[config.mk]
export PLATFORM = sky130hd
export DESIGN_NAME = pwm_capture
export DESIGN_NICKNAME = d
export VERILOG_FILES = /design/src/rtl/pwm_capture_pkg.sv /design/src/rtl/pwm_capture_sync.sv /design/src/rtl/pwm_capture.sv
export SDC_FILE = /design/constraint.sdc
export NUM_CORES = 1
export LEC_CHECK = 0
export CELL_PAD_IN_SITES_DETAIL_PLACEMENT = 1
export CELL_PAD_IN_SITES_GLOBAL_PLACEMENT = 2
export CORE_MARGIN = 1.5
export CORE_UTILIZATION = 34
export DETAILED_ROUTE_END_ITERATION = 6
export GPL_TIMING_DRIVEN = 1
export PLACE_DENSITY = 0.78
export SLEW_MARGIN = 10
export SYNTH_ARGS = -nofsm -noshare
export SYNTH_HDL_FRONTEND = slang
export SYNTH_SLANG_ARGS = --single-unit
[constraint.sdc]
create_clock -name clk -period 2 [get_ports clk]
set_clock_uncertainty 0.1 [all_clocks]
set_input_delay 0.5 -clock clk [delete_from_list [all_inputs] [get_ports clk]]
set_output_delay 0.5 -clock clk [all_outputs]
set_load 0.03 [all_outputs]
[src/rtl/pwm_capture_pkg.sv]
// pwm_capture_pkg: shared FSM state type and level constants for pwm_capture.
package pwm_capture_pkg;
  typedef enum logic [1:0] {WAIT_RISE, HIGH, LOW} state_t;
  localparam int LEVEL_W = 4;
  localparam logic [LEVEL_W-1:0] LEVEL_MAX = 4'd15;
  localparam int AVG_DEPTH = 4;
endpackage

[src/rtl/pwm_capture_sync.sv]
// pwm_capture_sync: 2-FF pin synchroniser with registered rise/fall strobes, held off until the pipeline holds real samples.
module pwm_capture_sync (
  input  logic clk,
  input  logic rst,
  input  logic pwm_in,
  output logic sync,
  output logic rise,
  output logic fall
);
  logic s1, s2, s3;
  logic [2:0] primed;
  always_ff @(posedge clk) begin
    if (rst) begin
      s1 <= 1'b0;
      s2 <= 1'b0;
      s3 <= 1'b0;
      primed <= '0;
      rise <= 1'b0;
      fall <= 1'b0;
    end else begin
      s1 <= pwm_in;
      s2 <= s1;
      s3 <= s2;
      primed <= {primed[1:0], 1'b1};
      rise <= primed[2] & s2 & ~s3;
      fall <= primed[2] & ~s2 & s3;
    end
  end
  assign sync = s2;
endmodule

[src/rtl/pwm_capture.sv]
// pwm_capture: recovers a 4-bit speed level from PWM high time per validated period; define PWM_CAPTURE_AVG_EN to report a 4-deep rounded moving average.
module pwm_capture
  import pwm_capture_pkg::*;
#(
  parameter int STEP_CYCLES    = 6250,
  parameter int PERIOD_MIN     = 90000,
  parameter int PERIOD_MAX     = 110000,
  parameter int TIMEOUT_CYCLES = 200000
) (
  input  logic               clk,
  input  logic               rst,
  input  logic               pwm_in,
  output logic [LEVEL_W-1:0] level,
  output logic               level_valid,
  output logic               period_err,
  output logic               signal_lost
);
  localparam int PW = $clog2(TIMEOUT_CYCLES + 1);
  localparam int SW = $clog2(STEP_CYCLES);
  state_t state, next;
  logic sync, rise, fall, tmo, start, eval, accept, step_wrap;
  logic [PW-1:0] period_cnt;
  logic [SW-1:0] step_cnt;
  logic [LEVEL_W-1:0] hi_level, new_level;
  pwm_capture_sync u_sync (
    .clk(clk),
    .rst(rst),
    .pwm_in(pwm_in),
    .sync(sync),
    .rise(rise),
    .fall(fall)
  );
  always_comb begin
    tmo = state != WAIT_RISE && period_cnt == PW'(TIMEOUT_CYCLES);
    start = rise && !tmo && state != HIGH;
    eval = start && state == LOW;
    accept = eval && period_cnt >= PW'(PERIOD_MIN) && period_cnt <= PW'(PERIOD_MAX);
    step_wrap = step_cnt == SW'(STEP_CYCLES - 1);
    next = tmo ? WAIT_RISE : start ? HIGH : (state == HIGH && fall) ? LOW : state;
  end
  always_ff @(posedge clk) begin
    if (rst) state <= WAIT_RISE;
    else state <= next;
  end
  always_ff @(posedge clk) begin
    if (rst) begin
      period_cnt <= '0;
      step_cnt <= '0;
      hi_level <= '0;
    end else if (start) begin
      period_cnt <= PW'(1);
      step_cnt <= '0;
      hi_level <= '0;
    end else begin
      if (period_cnt != PW'(TIMEOUT_CYCLES)) period_cnt <= period_cnt + 1'b1;
      if (state == HIGH) begin
        step_cnt <= step_wrap ? '0 : step_cnt + 1'b1;
        if (step_wrap && hi_level != LEVEL_MAX) hi_level <= hi_level + 1'b1;
      end
    end
  end
`ifdef PWM_CAPTURE_AVG_EN
  localparam int AW = LEVEL_W + $clog2(AVG_DEPTH);
  logic [LEVEL_W-1:0] hist [AVG_DEPTH-1];
  logic [AW-1:0] sum;
  always_comb begin
    sum = AW'(hi_level) + AW'(AVG_DEPTH / 2);
    for (int i = 0; i < AVG_DEPTH - 1; i++) sum = sum + AW'(hist[i]);
  end
  assign new_level = LEVEL_W'(sum >> $clog2(AVG_DEPTH));
  always_ff @(posedge clk) begin
    if (rst || tmo) begin
      for (int i = 0; i < AVG_DEPTH - 1; i++) hist[i] <= '0;
    end else if (accept) begin
      hist[0] <= hi_level;
      for (int i = 1; i < AVG_DEPTH - 1; i++) hist[i] <= hist[i-1];
    end
  end
`else
  assign new_level = hi_level;
`endif
  always_ff @(posedge clk) begin
    if (rst) begin
      level <= '0;
      level_valid <= 1'b0;
      period_err <= 1'b0;
      signal_lost <= 1'b0;
    end else begin
      level_valid <= accept;
      period_err <= eval && !accept;
      if (tmo) begin
        signal_lost <= 1'b1;
        level <= sync ? LEVEL_MAX : '0;
      end else if (accept) begin
        signal_lost <= 1'b0;
        level <= new_level;
      end
    end
  end
endmodule
==> impl_metrics.toml <==
[power_and_ir_drop]
total_power_w = 0.001770
leakagePower_nw = 1.081
ir_drop_mv = 0.2809
powerDensity_mw_per_mm2 = 611.8

[final_layout]
final_area_mm2 = 0.002893
antenna_cells = 0
fillers = 814
utilization_pct = 42.11
drive_above_1_share_pct = 17.17
fin_nets = 304
area_growth_pct = 18.81

[synthesis]
syn_area_mm2 = 0.002435
syn_nets = 275
seq_area_frac_synth_pct = 42.75
ys_seq_elements = 52
synth_edf_count = 0
synth_top_area_share_pct = 42.75
yosys_warnings = 0
postSynthAreaPerCell_um2 = 9.119
async_flop_share_pct = 0
yosysTopAreaCell = "dfxtp_1"
synth_area_leaders = "dfxtp_1 43%, nor2_1 6.9%, xor2_1 5.4%"
synthFlopType = "dfxtp_1"
yosysMostFrequentCell = "dfxtp_1"
synthCells = 267
ys_top_cells_by_count = "52 x dfxtp_1, 45 x nor2_1, 17 x nand2_1, 15 x xor2_1, 13 x xnor2_1"
ys_types = 50

[sta]
setup_viol = 0
slew_viol_final = 0
fmax_mhz = 515.7
slew_headroom_pct = 68.02
rsz0062_at_grt = "yes"
hold_viol_final = 0
worst_slew_pin_slew_ns = 0.4779
period_share_pct = 96.96
period_needed_ns = 1.939

[clock_network]
htreeDepth = 2
cts_root_buf = "clkbuf_8"
clk_pin_slew_worst_paths_ns = 0.10
clock_path_buffers = 2
clk_latency_ns = 0.32
cts.sinks = 52
cts_made_buffers = 5
cts_tree = "done"
cts_setup_buffers = 0

[setup_path]
r2r_start = "period_cnt[4]$_SDFFE_PP0P_"
crit_type = "reg -> reg"
required_ns = 2.09
cpPeakStageDelay_ns = 0.52
rr_endpoint = "level[0]$_SDFFE_PP0P_"
path_cells = "nand4_1, or4b_4, o221a_4, o31ai_1, a21oi_1"
crit_arrival_ns = 2.03
cp-end-kind = "flop"
crit_slowest_cell = "or4b_4"
critPathMaxFanout = 7
reg2reg_depth = 5
reg2reg_slack_ns = 0.06
critPathLaunchType = "flop"

[routing]
wl_per_cell_um = 14.30
vias = 1955
first_pass_iters = 4
route.met3.wl_um = 109
dr_wl_met2_um = 2597
ant_nets = 0
m1WireLength_um = 2823
drc = 0
highest_layer = "met4"
avgViaCountPerCell = 4.975
drtIter0Drc = 63
wl_um = 5619

[die]
die_y_um = 87.63
dieWidth_um = 87.63
dieArea_mm2 = 0.007678
io_pins = 10
core-area_mm2 = 0.006869
start_util_pct = 35.45
fp-row-count = 30

[placed_design]
dpl.hpwl_um = 4220
dpl_cell_area_mm2 = 0.002745
gp_congestion = 0.7398
io_buffers = 9

[run]
cap_violations = 0

[status]
status = "finished clean"

[global_routing]
grt_max_degree = 17
antenna_found_initial = 0
grt_pass1_vias = 1974
overflow = 0
groute.usage.overall_pct = 16.19
grt_pass1_wl_um = 9673

[min_path]
worstHoldStart = "u_sync.s3$_SDFF_PP0_"
min_to = "u_sync.rise$_SDFF_PP0_"
hold_path.class = "reg -> reg"
hold_depth = 1
[report_power, final]
| group | leakage (nW) | switching [W] | internal (W) |
|---|---|---|---|
| Combinational | 0.608 | 0.0000367 | 0.0000324 |
| Clock | 0.0516 | 0.000365 | 0.000284 |
| Sequential | 0.422 | 0.00000637 | 0.00105 |
| Total | 1.08 | 0.000408 | 0.00136 |
[state kept, by name, indices dropped and copies added, names as in the netlist]
signal / cells
period_cnt: 18
step_cnt: 13
hi_level: 4
level: 4
u_sync.primed: 3
state: 2
level_valid: 1
period_err: 1
signal_lost: 1
u_sync.fall: 1
u_sync.rise: 1
u_sync.s1: 1
u_sync.s3: 1
u_sync.sync: 1
[cell families (layout without fill, tap and decap cells)]
kind of cell	count (synthesis)	after routing	share of synthesized area [%]
DFF	52	52	42.75
xor gates and xnor gates	28	28	10.07
adders and majority gates	5	5	2.569
muxes	2	2	0.8222
and+or+nand+nor	126	126	27.54
AOI/OAI and AO/OA	37	37	12.64
buffers and inverters	17	47	3.597
[worst max-delay path by stage]
| stage | cells past startpoint | endpoint | start | slack (ns) |
|---|---|---|---|---|
| after floorplan | 8 | period_cnt[4]$_SDFFE_PP0P_ | period_cnt[0]$_SDFFE_PP0P_ | 0.08 |
| after global placement | 5 | period_err$_SDFF_PP0_ | period_cnt[8]$_SDFFE_PP0P_ | 0.08 |
| after detailed placement | 5 | level[0]$_SDFFE_PP0P_ | period_cnt[7]$_SDFFE_PP0P_ | 0.04 |
| after CTS | 5 | level[0]$_SDFFE_PP0P_ | period_cnt[8]$_SDFFE_PP0P_ | 0.01 |
| after global routing | 7 | period_cnt[0]$_SDFFE_PP0P_ | period_cnt[0]$_SDFFE_PP0P_ | -0.16 |
| final | 5 | level[0]$_SDFFE_PP0P_ | period_cnt[4]$_SDFFE_PP0P_ | 0.06 |
[final cells by class]
class / count / area (um^2) / area share (%)
multi-input cells: 198 / 1334 / 46.11
clock inverters: 2 / 13.76 / 0.4758
clock buffers: 6 / 82.58 / 2.855
well taps: 96 / 120.1 / 4.152
repair buffers: 31 / 269.0 / 9.299
flip-flops and latches: 52 / 1044 / 36.07
inverters: 8 / 30.03 / 1.038
[through the flow]
| stage | cells | setup TNS (ns) | hold slack, ns | setup slack, ns |
|---|---|---|---|---|
| 2_1_floorplan | 267 | 0 | 0.2891 | 0.07902 |
| 3_3_place_gp | 384 | 0 | 0.2991 | 0.07958 |
| 3_5_place_dp | 384 | 0 | 0.3058 | 0.03882 |
| 4_1_cts | 392 | 0 | 0.3207 | 0.01433 |
| 5_1_grt | 393 | -0.5785 | 0.3550 | -0.1562 |
| 6_report | 393 | 0 | 0.3182 | 0.06079 |
[critical path, delay by kind of cell, from the launching register on]
family          cells  cell delay, ns
flops               1            0.45
compound gates      3            0.60
simple gates        2            0.66
[cell usage in the layout (no fill, tap or decap), drive strengths merged, types with 9 or more instances in the layout]
cell,instances
buf,22
dfxtp,52
inv,9
nand2,17
nand3,12
nand4,10
nor2,45
xnor2,13
xor2,15
[per-layer routing]
metal,track usage (%),vias up
li1,-,1002
met1,22.09,929
met2,25.59,16
met3,3.110,8
met4,5.628,0
met5,0,-
[repair_timing]
action	4_1_cts	5_1_grt
setup endpoints to repair	0	43
resized for setup	0	13
hold buffers	0	0
No activity file was read; power rests on OpenSTA's default activity.
